<file path="src/rtl/dsa_simd_lane_feeder.sv">
// Lane feeder for the N-lane bilinear datapath: walks the destination raster N pixels at a time,
// gathers four clamped source neighbours per lane, runs the datapath and writes the results back.
module dsa_simd_lane_feeder #(
  parameter int N     = 4,
  parameter int SRC_W = 64,
  parameter int SRC_H = 64,
  parameter int DST_W = 128,
  parameter int DST_H = 128
) (
  input  logic                             clk,
  input  logic                             rst,
  input  logic                             start,
  input  logic [15:0]                      step_x,
  input  logic [15:0]                      step_y,
  output logic                             busy,
  output logic                             done,
  output logic                             src_rd,
  output logic [$clog2(SRC_W*SRC_H)-1:0]   src_addr,
  input  logic [7:0]                       src_data,
  output logic                             dp_start,
  output logic [8*N-1:0]                   dp_p00,
  output logic [8*N-1:0]                   dp_p01,
  output logic [8*N-1:0]                   dp_p10,
  output logic [8*N-1:0]                   dp_p11,
  output logic [16*N-1:0]                  dp_a,
  output logic [16*N-1:0]                  dp_b,
  input  logic [8*N-1:0]                   dp_pixel_out,
  input  logic                             dp_done,
  output logic                             dst_wr,
  output logic [$clog2(DST_W*DST_H)-1:0]   dst_addr,
  output logic [7:0]                       dst_data
);

  localparam int SA_W   = $clog2(SRC_W*SRC_H);
  localparam int DA_W   = $clog2(DST_W*DST_H);
  localparam int TOTAL  = DST_W*DST_H;
  localparam int PIX_W  = $clog2(TOTAL+1);
  localparam int LANE_W = (N > 1) ? $clog2(N) : 1;

  localparam logic [2:0] S_IDLE  = 3'd0;
  localparam logic [2:0] S_FETCH = 3'd1;
  localparam logic [2:0] S_DRAIN = 3'd2;
  localparam logic [2:0] S_ISSUE = 3'd3;
  localparam logic [2:0] S_WAIT  = 3'd4;
  localparam logic [2:0] S_WRITE = 3'd5;
  localparam logic [2:0] S_DONE  = 3'd6;

  logic [2:0]        state;
  logic [LANE_W-1:0] lane;
  logic [1:0]        sub;
  logic [PIX_W-1:0]  pix;
  logic [PIX_W-1:0]  base;
  logic [15:0]       ox;
  logic [23:0]       fx;
  logic [23:0]       fy;
  logic [15:0]       sx;
  logic [15:0]       sy;
  logic              rd_q;
  logic [LANE_W-1:0] rd_lane;
  logic [1:0]        rd_sub;
  logic [LANE_W-1:0] wr_lane;
  logic [8*N-1:0]    pix_q;

  logic [16:0]       xi_e, xi1, yi_e, yi1, limx, limy;
  logic [16:0]       x0, x1, y0, y1, xsel, ysel;
  logic              last_lane;
  logic              wr_last;
  logic              frame_end;
  logic              clr;

  always_comb begin
    limx = 17'(SRC_W-1);
    limy = 17'(SRC_H-1);
    xi_e = {1'b0, fx[23:8]};
    yi_e = {1'b0, fy[23:8]};
    xi1  = xi_e + 17'd1;
    yi1  = yi_e + 17'd1;
    x0   = (xi_e > limx) ? limx : xi_e;
    x1   = (xi1  > limx) ? limx : xi1;
    y0   = (yi_e > limy) ? limy : yi_e;
    y1   = (yi1  > limy) ? limy : yi1;
    // sub encodes the neighbour: bit0 selects x+1, bit1 selects y+1
    xsel = sub[0] ? x1 : x0;
    ysel = sub[1] ? y1 : y0;
  end

  assign last_lane = (lane == LANE_W'(N-1)) || (pix == PIX_W'(TOTAL-1));
  assign wr_last   = (wr_lane == LANE_W'(N-1)) ||
                     (DA_W'(base) + DA_W'(wr_lane) == DA_W'(TOTAL-1));
  assign frame_end = (pix == PIX_W'(TOTAL));
  assign clr       = ((state == S_IDLE) && start) ||
                     ((state == S_WRITE) && wr_last && !frame_end);

  always_comb begin
    busy     = (state != S_IDLE);
    done     = (state == S_DONE);
    dp_start = (state == S_ISSUE);
    src_rd   = (state == S_FETCH);
    src_addr = '0;
    dst_wr   = (state == S_WRITE);
    dst_addr = '0;
    dst_data = '0;
    if (state == S_FETCH)
      src_addr = SA_W'(ysel) * SA_W'(SRC_W) + SA_W'(xsel);
    if (state == S_WRITE) begin
      dst_addr = DA_W'(base) + DA_W'(wr_lane);
      dst_data = pix_q[int'(wr_lane)*8 +: 8];
    end
  end

  always_ff @(posedge clk) begin
    if (!rst) begin
      state   <= S_IDLE;
      lane    <= '0;
      sub     <= '0;
      pix     <= '0;
      base    <= '0;
      ox      <= '0;
      fx      <= '0;
      fy      <= '0;
      sx      <= '0;
      sy      <= '0;
      rd_q    <= 1'b0;
      rd_lane <= '0;
      rd_sub  <= '0;
      wr_lane <= '0;
      pix_q   <= '0;
      dp_p00  <= '0;
      dp_p01  <= '0;
      dp_p10  <= '0;
      dp_p11  <= '0;
      dp_a    <= '0;
      dp_b    <= '0;
    end else begin
      rd_q    <= src_rd;
      rd_lane <= lane;
      rd_sub  <= sub;

      // invalid lanes of a partial group keep these zeros
      if (clr) begin
        dp_p00 <= '0;
        dp_p01 <= '0;
        dp_p10 <= '0;
        dp_p11 <= '0;
        dp_a   <= '0;
        dp_b   <= '0;
      end

      // read data lands one cycle after its strobe, so it belongs to last cycle's slot
      if (rd_q) begin
        case (rd_sub)
          2'd0:    dp_p00[int'(rd_lane)*8 +: 8] <= src_data;
          2'd1:    dp_p01[int'(rd_lane)*8 +: 8] <= src_data;
          2'd2:    dp_p10[int'(rd_lane)*8 +: 8] <= src_data;
          default: dp_p11[int'(rd_lane)*8 +: 8] <= src_data;
        endcase
      end

      case (state)
        S_IDLE: begin
          if (start) begin
            sx    <= step_x;
            sy    <= step_y;
            fx    <= '0;
            fy    <= '0;
            ox    <= '0;
            pix   <= '0;
            base  <= '0;
            lane  <= '0;
            sub   <= '0;
            state <= S_FETCH;
          end
        end
        S_FETCH: begin
          sub <= sub + 2'd1;
          if (sub == 2'd0) begin
            dp_a[int'(lane)*16 +: 16] <= {8'h00, fx[7:0]};
            dp_b[int'(lane)*16 +: 16] <= {8'h00, fy[7:0]};
          end
          if (sub == 2'd3) begin
            pix  <= pix + PIX_W'(1);
            lane <= lane + LANE_W'(1);
            if (ox == 16'(DST_W-1)) begin
              ox <= '0;
              fx <= '0;
              fy <= fy + {8'h00, sy};
            end else begin
              ox <= ox + 16'd1;
              fx <= fx + {8'h00, sx};
            end
            if (last_lane)
              state <= S_DRAIN;
          end
        end
        S_DRAIN: state <= S_ISSUE;
        S_ISSUE: state <= S_WAIT;
        S_WAIT: begin
          if (dp_done) begin
            pix_q   <= dp_pixel_out;
            wr_lane <= '0;
            state   <= S_WRITE;
          end
        end
        S_WRITE: begin
          wr_lane <= wr_lane + LANE_W'(1);
          if (wr_last) begin
            if (frame_end) begin
              state <= S_DONE;
            end else begin
              base  <= pix;
              lane  <= '0;
              sub   <= '0;
              state <= S_FETCH;
            end
          end
        end
        S_DONE:  state <= S_IDLE;
        default: state <= S_IDLE;
      endcase
    end
  end

endmodule

</file>
<file path="config.mk">
export PLATFORM = sky130hd
export DESIGN_NAME = dsa_simd_lane_feeder
export DESIGN_NICKNAME = d
export VERILOG_FILES = /design/src/rtl/dsa_simd_lane_feeder.sv
export SDC_FILE = /design/constraint.sdc
export NUM_CORES = 1
export LEC_CHECK = 0
export CAP_MARGIN = 40
export CORE_UTILIZATION = 52
export CTS_CLUSTER_DIAMETER = 120
export DETAILED_ROUTE_END_ITERATION = 10
export GPL_ROUTABILITY_DRIVEN = 1
export PLACE_DENSITY = 0.81
export RECOVER_POWER = 25
export SLEW_MARGIN = 5
export SYNTH_ARGS = -nofsm -noshare
export SYNTH_HDL_FRONTEND = slang
export SYNTH_SLANG_ARGS = --single-unit
export TNS_END_PERCENT = 100
</file>
<file path="constraint.sdc">
create_clock -name clk -period 3.9 [get_ports clk]
set_input_delay 0.975 -clock clk [delete_from_list [all_inputs] [get_ports clk]]
set_output_delay 0.975 -clock clk [all_outputs]
set_load 0.005 [all_outputs]
</file>
Word-level counts from Yosys, hierarchy flattened:

Cells that the tools add are included.

* word-level logic and storage cells: 162
* flip-flop bits (word level): 427
* output and inout bits: 295

* muxes and demuxes: 71
* equality and inequality tests: 22
* magnitude comparators: 4
* shift-type cells: 6
* reduce and logical (&&, ||, !) cells: 25
* add/sub/neg operators: 13

Operators with widths (count)
* $mux W32: 16
* $mux W64: 8
* $bwmux W32: 4
* $bwmux W64: 2
* $shiftx A16 B33 Y64: 2
* $mux W24: 5
* $pmux W24 S2: 2
* $shift A16 B33 Y64 const A: 1
* $add A24 B16 Y24: 2
* $mux W12: 4
* $mux W16: 3
* $mux W14: 3
* $add A16 B1 Y17 const B: 2
* $gt A17 B6 Y1 const B: 2
* $neg A5 Y33: 1
* $neg A6 Y33: 1
* $shift A8 B33 Y32 const A: 1
* $shiftx A8 B33 Y32: 1
* $gt A16 B6 Y1 const B: 2
* $pmux W16 S2: 1
* $shiftx A32 B6 Y8: 1
* $mux W15: 2
* $pmux W15 S2: 1
* $pmux W14 S2: 1
* other kinds (35): 73

Longest topological paths before layout:

Gate-level depths: netlist of run 1.

* depth after elaboration: 11
* depth in mapped cells: 17
* mapped depth without buffers: 17

Worst setup path after synthesis of run 1:

OpenSTA, ideal clock, no wires.

* path type: register -> output
* start: register fy[11]
* end: output port src_addr[8]
* arrival: 2543 ps
* path slack: 382 ps
* stages on the path, launching flop included: 12
* cell sequence: dfxtp_1 > clkbuf_1 > nand2_1 > nor4_1 > mux2i_1 > o2111a_1 > nand3_1 > o21a_1 > o22a_1 > ha_1 > xnor2_1 > nor2_1

* longest elaborated chain between the ends: 6
* elaborated cells on any way between the ends: 8
* those cells by class: add/sub: 2; order compare: 2; mux: 4

RTL lines
* from (decl): RTL line 55 `logic [23:0] fy;`
* from (signal assigned): RTL line 186 `fy <= fy + {8'h00, sy};`
* $add A16 B1 Y17: RTL line 77 `yi1 = yi_e + 17'd1;`
* $gt A17 B6 Y1: RTL line 81 `y1 = (yi1 > limy) ? limy : yi1;`
* $mux W6: RTL line 81
* $mux W6 (*): RTL line 84 `ysel = sub[1] ? y1 : y0;`
* $add A12 B12 Y12 (*): RTL line 104 `src_addr = SA_W'(ysel) * SA_W'(SRC_W) + SA_W'(xsel);`
* $mux W12 (*): RTL line 103 `if (state == S_FETCH)`
* to (decl): RTL line 18 `output logic [$clog2(SRC_W*SRC_H)-1:0] src_addr,`

Mark *: on every way between the ends. The rest lies on a longest branch, timed or not.

Worst setup path after layout of run 1:

* start: register fy[8]
* end: output port src_addr[7]

Same word-level chain as after synthesis.

==> results of run 1 <==
==> layout by cell type (no fill, tap or decap), types with 11 or more instances in the layout <==
cell type | synthesis | routed
xnor2_1 | 37 | 36
xor2_1 | 28 | 28
buf_6 | 13 | 11
nor3_1 | 27 | 24
nand4_1 | 24 | 24
o31ai_1 | 12 | 11
dfxtp_1 | 427 | 417
o2bb2ai_1 | 32 | 32
clkdlybuf4s50_1 | 0 | 267
dlygate4sd3_1 | 0 | 90
clkbuf_1 | 91 | 17
a22o_1 | 13 | 13
a32o_1 | 98 | 98
mux2i_1 | 20 | 20
or3_1 | 20 | 17
nor2_1 | 134 | 128
nand2_1 | 307 | 303
ha_1 | 59 | 52
o22ai_1 | 64 | 64
clkbuf_16 | 0 | 45
and3_1 | 51 | 49
nand3_1 | 69 | 65
o21ai_0 | 46 | 38
a211oi_1 | 14 | 12
inv_1 | 38 | 33
a22oi_1 | 14 | 14
and2_1 | 41 | 41
a21oi_1 | 126 | 117
buf_4 | 3 | 81
==> layout make-up <==
| class | instances | area share, % |
|---|---|---|
| well taps | 455 | 2.32 |
| clock inverters | 16 | 0.999 |
| multi-input cells | 1399 | 37.7 |
| repair buffers | 469 | 18.3 |
| inverters | 40 | 0.622 |
| flip-flops and latches | 427 | 34.9 |
| clock buffers | 66 | 5.24 |
==> synth_stat cells, drive strengths merged (4+ instances only) <==
library cell,count
or4,9
a21oi,127
o22ai,64
xor2,28
a311oi,4
nand2,308
clkbuf,94
a31oi,11
a211o,4
o31ai,13
xnor2,37
nand2b,4
nor3,27
dfxtp,427
nand3,69
ha,59
a21o,7
mux4,8
a211oi,14
nor3b,6
and4,4
and2,41
o2bb2ai,32
o211ai,4
or2,8
o21ai,47
nor2,134
buf,35
and3,51
o21bai,7
nor2b,10
a41oi,4
nor4,14
or3,20
mux2i,20
nand4,24
a32o,98
a22o,13
inv,40
o21a,5
a22oi,14
fa,4
==> routing by layer <==
metal	routed length [µm]	share of wire (%)
met4	2330	4.2
met3	3670	6.6
met5	0	0
met1	22600	41
met2	27100	49
==> metrics by stage <==
| step | power, mW | area, µm² | hold WS, ns | setup WS, ns | utilization, % |
|---|---|---|---|---|---|
| 6_report | 10.3 | 24500 | 0.454 | -0.198 | 71.2 |
| 2_1_floorplan | 5.43 | 18200 | 0.433 | 0.382 | - |
| 3_3_place_gp | 5.88 | 22500 | 0.440 | -0.0975 | 65.4 |
| 5_1_grt | 10.7 | 24500 | 0.467 | -0.324 | 71.2 |
| 3_5_place_dp | 5.91 | 22500 | 0.444 | -0.198 | 65.4 |
| 4_1_cts | 10.3 | 24300 | 0.455 | -0.167 | 70.6 |
==> worst reg2reg max path, stage by stage, from the launching register on <==
cell and delay [ns]:
dfxtp_1 0.33, ha_1 0.34, a21oi_2 0.40, o21ai_0 0.20
a211oi_1 0.46, nor4b_2 0.39, a31oi_1 0.23, o21ai_0 0.64
a311oi_1 0.20
==> registers in the layout (all words and copies together), names as in the netlist, 14 cells and up <==
name / cells
dp_p01: 32
fx: 24
pix_q: 32
dp_a: 64
pix: 15
dp_p10: 32
sy: 16
dp_p11: 32
dp_p00: 32
ox: 16
dp_b: 64
fy: 24
base: 14
sx: 16
==> logic make-up (layout without fill, tap and decap cells) <==
group,Yosys count,count (layout),share of synthesized area [%]
and+or+nand+nor,744,744,19.4
buffers and inverters,169,591,4.21
AOI/OAI and AO/OA,490,490,19.4
DFF,427,427,47.0
adders and majority gates,64,64,4.56
xor gates and xnor gates,65,65,3.13
muxes,30,30,2.22
other,1,6,0.0206
==> where the power goes <==
group	internal (mW)	total, mW	switching [mW]
Clock	2.63	4.40	1.76
Combinational	0.535	1.41	0.878
Sequential	4.45	4.52	0.0774
Total	7.62	10.3	2.72
==> timing repair <==
| action | in CTS | in global routing |
|---|---|---|
| endpoints found under the setup margin | 13 | 15 |
| hold buffers | 0 | 0 |
| setup buffers | 16 | 5 |
| pin swaps | 23 | 24 |
| gates resized for setup | 84 | 61 |
==> worst max path at each step <==
stage | from | endpoint | cells after the start | slack [ns]
6_report | fy[8] | src_addr[7] | 13 | -0.20
5_1_grt | fy[8] | src_addr[8] | 14 | -0.32
4_1_cts | fy[9] | src_addr[8] | 14 | -0.17
3_5_place_dp | fx[8] | src_addr[0] | 11 | -0.20
3_3_place_gp | fx[8] | src_addr[0] | 11 | -0.1
2_1_floorplan | fy[11] | src_addr[8] | 11 | 0.38
==> impl_metrics.tcl, run 1 <==
set metrics [dict create \
    outcome "complete, but fails checks" \
    violations_in_the_final_reports "capacitance limit, slew limit, setup timing" \
    final-instance-count-excl-fill 2872 \
    drive_gt1_share_pct 11.4 \
    die_area_mm2 0.0357 \
    worst_hold_startpoint "dp_a[45]" \
    num_antenna_cells 0 \
    regToRegStartpoint "base[1]" \
    layout_worst_path_cycle_share_pct 105 \
    syn_area_mm2 0.0182 \
    cts-buffers-inserted 44 \
    hold-path-cell-count 1 \
    die_h_um 189 \
    flow.area_growth_from_synthesis_pct 35.0 \
    min-delay-path-class "register to register" \
    maxCapViolCount 1 \
    groute.usage.overall_pct 30.1 \
    numnets_final 2520 \
    worstSkewPairLatency_ns 0.57 \
    via_per_inst 5.95 \
    sequential_share_of_the_synthesized_area_pct 47.0 \
    grtUsageMet3_pct 4.10 \
    h-tree-depth 2 \
    antenna_found_initial 2 \
    top_level_ports 371 \
    place.detailed.instances 2771 \
    p_per_area_mw_per_mm2 421 \
    critical_path.max_fanout 4 \
    grt_overflow_total 0 \
    cts_tree "built" \
    route.antenna.remaining_nets 0 \
    cpPeakStageDelay_ns 0.47 \
    synth_flop_cell "dfxtp_1" \
    busiest_layer "met2" \
    endpoint_kind "output port" \
    grt_pass1_wl_mm 87.4 \
    place.gp.congestion 0.911 \
    hold-path-endpoint "dp_a[45]" \
    initial_core_util_pct 52.7 \
    worst_setup_path_start_kind "register" \
    timing.final.max_slew_violations 44 \
    synth_top_cells_by_area "dfxtp_1 (47%), nand2_1 (6.3%), a32o_1 (5.4%)" \
    achievable-frequency_mhz 244 \
    period_minus_slack_ns 4.10 \
    slew_headroom_pct -32.4 \
    num_vias 17100 \
    area.sequential_mm2 0.00857 \
    post_synth.cell_area_avg_um2 9.13 \
    postSynth.asyncResetShare_pct 0 \
    synthCells 1990 \
    io_buffer_count 370 \
    drt_pre_antenna_iters 5 \
    detail_route.wl_per_cell_um 19.4 \
    timing.reg2reg.worst_path_depth 8 \
    worst-slew-pin-transition_ns 1.99 \
    setup_viol 6 \
    reg2reg_setup_slack_ns 0.50 \
    cts.sink_count 427 \
    fill_cells 2597 \
    maximum_number_of_pins_on_one_net_before_global_route_repair 53 \
    critical_path.cell_chain "buf_4 -> buf_4 -> nand3_2 -> nor4_2 -> o21ai_0 -> o31ai_1 -> nand3_2 -> buf_6 -> inv_4 -> a21oi_4 -> fa_1 -> and3_4 -> buf_6" \
    clock_path_buffers 3 \
    synth_top_area_cell "dfxtp_1" \
    worstReg2RegEnd "lane[1]" \
    timing.critical_path.buf_inv 5 \
    netlist-cell-type-count 81 \
    synth-edff-count 0 \
    yosys_warnings 0 \
    clk_skew_ns 0.0255 \
    core_area_mm2 0.0345 \
    worst_slack_ns -0.198 \
    clk_pin_slew_ns 0.06 \
    finalHoldViolCount 0 \
    core.rowCount 68 \
    p_leak_nw 9.30 \
    crit_required_ns 2.92 \
    path_delay_family "simple AND/OR/NAND/NOR gates" \
    critPathKind "register to output port" \
    multi_input_area_mm2 0.00924 \
    detailedPlacementHpwl_mm 39.4 \
    grt_pass1_vias 16300 \
    ys_seq_elements 427 \
    rsz0062_at_grt "true" \
    dr.first_iter.drc_count 1254 \
    gr-usage-met1_pct 37.9 \
    met2_usage_pct 51.7 \
    setup_total_negative_slack_ns -0.788 \
    drt_drc 0 \
    clk_root_buffer_cell "clkbuf_16" \
    ir_worst_vdd_v 0.000364 \
    total_routed_length_mm 55.7 \
    crit_path_top_delay_cell "fa_1" \
    netlist.area_leader.share_pct 47.0 \
    cp_data_arrival_time_ns 3.12 \
    dieWidth_um 189 \
]
Power figures use the tool's default switching activity.
==> run 2, diff against run 1 <==
Settings changed: CTS_CLUSTER_DIAMETER 120 to 50.
==> impl_metrics.tcl, run 2 (synthesis gave the netlist of run 1 again) <==
set metrics [dict create \
    outcome "complete, but fails checks" \
    violations_in_the_final_reports "capacitance limit, slew limit, setup timing" \
    layout_commonest_cell "dfxtp_1" \
    initial_core_util_pct 52.7 \
    layout_worst_path_cycle_share_pct 104 \
    achievable-frequency_mhz 247 \
    h-tree-depth 2 \
    cts.sink_count 427 \
    crit_path_top_delay_cell "fa_1" \
    io_buffer_count 370 \
    place.gp.congestion 0.911 \
    maxCapViolCount 1 \
    antenna_found_initial 2 \
    drt_drc 0 \
    dieWidth_um 189 \
    crit_path_end "src_addr[7]" \
    top_level_ports 371 \
    grt_overflow_total 0 \
    drt_pre_antenna_iters 5 \
    worst_slack_ns -0.154 \
    cpPeakStageDelay_ns 0.47 \
    layout_top_registers "dp_a (64), dp_b (64)" \
    worstReg2RegEnd "lane[1]" \
    maximum_number_of_pins_on_one_net_before_global_route_repair 53 \
    setup_total_negative_slack_ns -0.464 \
    regToRegStartpoint "base[1]" \
    p_per_area_mw_per_mm2 421 \
    numnets_final 2523 \
    timing.critical_path.depth 13 \
    min-delay-path-class "register to register" \
    crit_required_ns 2.92 \
    cts_hold_repair.buffers 0 \
    setup_viol 5 \
    grt_pass1_wl_mm 88.4 \
    worst_setup_path_start_kind "register" \
    dr.first_iter.drc_count 1210 \
    path_delay_family "simple AND/OR/NAND/NOR gates" \
    ir_worst_vdd_v 0.000339 \
    detailedPlacementHpwl_mm 39.4 \
    endpoint_kind "output port" \
    drive_gt1_share_pct 11.5 \
    grt_pass1_vias 16400 \
    period_minus_slack_ns 4.05 \
    timing.critical_path.buf_inv 5 \
    core.rowCount 68 \
    cts-buffers-inserted 47 \
    reg2reg_setup_slack_ns 0.50 \
    clk_skew_ns 0.0213 \
    num_vias 17100 \
    total_routed_length_mm 56.4 \
    clock_path_buffers 3 \
    num_antenna_cells 0 \
    final_cell_mix "dfxtp_1 (417), nand2_1 (303), clkdlybuf4s50_1 (267)" \
    critPathKind "register to output port" \
    route.antenna.remaining_nets 0 \
    timing.reg2reg.worst_path_depth 8 \
    flow.area_growth_from_synthesis_pct 35.1 \
    groute.usage.overall_pct 30.4 \
    rsz0062_at_grt "true" \
    slew_headroom_pct -29.8 \
    detail_route.wl_per_cell_um 19.6 \
    critical_path.cell_chain "buf_4 -> buf_4 -> nand3_2 -> nor4_2 -> o21ai_0 -> o31ai_1 -> nand3_2 -> buf_6 -> inv_4 -> a21oi_4 -> fa_1 -> and3_4 -> buf_6" \
    totalPowerFinal_mw 10.3 \
    clk_root_buffer_cell "clkbuf_16" \
    p_leak_nw 9.29 \
    via_per_inst 5.95 \
    timing.final.max_slew_violations 44 \
    critical_path.max_fanout 4 \
    cp_data_arrival_time_ns 3.08 \
    die_h_um 189 \
    setup.worst_path.start "fy[8]" \
    die_area_mm2 0.0357 \
    finalHoldViolCount 0 \
    worst-slew-pin-transition_ns 1.95 \
    cts_tree "built" \
    core_area_mm2 0.0345 \
    clk_pin_slew_ns 0.06 \
    worstSkewPairLatency_ns 0.56 \
]
[run 2: cell types whose count changed in the layout (fill, tap and decap cells not counted), moves of 2 or more]
cell | before | now
buf_4 | 81 | 79
clkinvlp_4 | 1 | 4
clkbuf_16 | 45 | 48
inv_6 | 0 | 3
o21ai_2 | 3 | 1
bufinv_16 | 5 | 3
buf_6 | 11 | 13
clkbuf_1 | 17 | 13
inv_16 | 2 | 0
[run 2: per-stage QoR]
| stage | hold WS [ns] | utilization [%] | cells | setup WS (ns) | cell area, µm² |
|---|---|---|---|---|---|
| global route | 0.467 | 71.2 | 2873 | -0.264 | 24500 |
| CTS | 0.455 | 70.6 | 2870 | -0.178 | 24300 |
| global placement | 0.440 | 65.4 | 2770 | -0.0975 | 22500 |
| detailed placement | 0.444 | 65.4 | 2771 | -0.198 | 22500 |
| floorplan | 0.433 | - | 1995 | 0.382 | 18200 |
| finish | 0.452 | 71.2 | 2873 | -0.154 | 24500 |
[run 2: what timing repair did]
item / 4_1_cts / 5_1_grt
pin swaps: 23 / 22
setup buffers: 16 / 4
setup endpoints to repair: 12 / 14
gates resized for setup: 82 / 61
hold endpoints to repair: 0 / 0
[run 2: cell type report]
cell class	instances	area, µm²
clock buffers	64	1330
clock inverters	19	210
fillers	2608	9910
inverters	40	153
multi-input cells	1399	9230
flip-flops and latches	427	8570
well taps	455	569
repair buffers	469	4490
[run 2: layer usage]
metal  vias to the layer above  wire, µm  GRT usage (%)  part of all wire, %
met5                         -         0              0                    0
met2                       715     27400           52.5                   49
met4                         0      2230           12.6                  4.0
met3                       141      3590           4.02                  6.4
met1                      8224     23100           38.2                   41
li1                       8012         -              -                    -
[run 2: worst min-delay path by stage]
stage | from | endpoint | slack (ns) | depth (start not counted)
2_1_floorplan | pix_q[16] | pix_q[16] | 0.43 | 2
3_3_place_gp | dp_a[11] | dp_a[11] | 0.44 | 1
3_5_place_dp | dp_a[11] | dp_a[11] | 0.44 | 1
4_1_cts | pix_q[18] | pix_q[18] | 0.45 | 2
5_1_grt | dp_a[11] | dp_a[11] | 0.47 | 1
6_report | dp_b[43] | dp_b[43] | 0.45 | 1
[run 2: power by group]
part	total (mW)	internal (mW)	switching [mW]
combinational	1.41	0.536	0.876
clock	4.40	2.60	1.81
sequential	4.53	4.45	0.0778
total	10.3	7.58	2.76
==> edit, RTL diff (settings of run 2) <==
Set the parameter `DST_W` to 256 (it was 128).
--- a/src/rtl/dsa_simd_lane_feeder.sv
+++ b/src/rtl/dsa_simd_lane_feeder.sv
@@ -4,7 +4,7 @@
   parameter int N     = 4,
   parameter int SRC_W = 64,
   parameter int SRC_H = 64,
-  parameter int DST_W = 128,
+  parameter int DST_W = 256,
   parameter int DST_H = 128
 ) (
   input  logic                             clk,
Ports: changed (resized dst_addr); port bits go from 371 to 372. The function was not compared with the original's and may differ.
==> edit against run 2 <==
  * The run still ends with max-capacitance violations, max-slew violations, negative setup slack left
  * First-iteration DRC count rose by 0.99%
  * Sequential cell count increased by 2
  * Setup slack got worse by 17 ps
  * Synthesized area is essentially flat
  * Total power shrank 5.5%
  * Wire length decreased by 2.9%
  * Via count fell by 2.7%
  * Final area is 0.38% higher
  * Critical path type unchanged
  * Highest routed layer unchanged
==> edit: results <==
[outcome]
status = "complete, but fails checks"
violations = "max-capacitance violations, max-slew violations, negative setup slack"

[sta]
finalSetupViolations = 11
max_slew_margin = -0.142
slew_violations = 84
fin_ws_ps = -171

[critical_path]
critPathMaxFanout = 5
cp.arrival_ps = 3100
startpoint = "fy[9]"

[global_routing]
grt_pass1_vias = 16200

[route]
route.met3.wl_mm = 4.22
via_count = 16600
via_per_inst = 5.86
initialDrtViolationCount = 1222

[cells_and_area]
inverters = 30
sh_seq_area = 0.350
clk_share = 0.0654
multi_input_area_sq_um = 9300
nonClkBufAreaFrac = 0.180
seq_cells = 429

[clock_tree]
cts_setup_buffers = 25

[synth]
synth_area_sq_um = 18200
synthTopCellsByCount = "dfxtp_1, nand2_1, a22o_1, nor2_1, clkbuf_1"
synthTopCellsByArea = "dfxtp_1, a22o_1, nand2_1"
yosysSeqAreaShare = 0.473

[power]
p_clk_mw = 4.55

[flow_run]
drv_cap = 2

[min_path]
min-delay-start = "dp_a[56]"

[placed_design]
gp_congestion = 0.909
==> edit: changes by cell type in the layout (fill, tap and decap cells not counted), sizes merged, moves of 11 or more <==
cell           delta
a21oi            -75
and3             +25
nor2b            +14
nor2             -14
o2bb2ai          +18
a32o             -97
a21boi           +62
dlygate4sd3      +12
nand2            -42
clkdlybuf4s50    -11
mux2i            -13
a22o            +112
o22ai            -31
xnor2            +11
==> edit: cells by family (layout without fill, tap and decap cells) <==
family          Yosys count  count (layout)  share of synthesized area
compound gates          482             482                      0.200
xor+xnor                 86              86                     0.0415
fa+ha+maj                63              63                     0.0451
buf+inv                 146             584                     0.0328
flops                   429             429                      0.473
mux                      18              18                     0.0156
other cells               1               7                   0.000206
simple gates            712             712                      0.192
==> edit: stage by stage <==
step	total power, mW	hold slack [ps]
floorplan	4.96	438
global placement	5.25	442
detailed placement	5.27	445
CTS	9.81	464
global route	10.1	477
finish	9.78	456
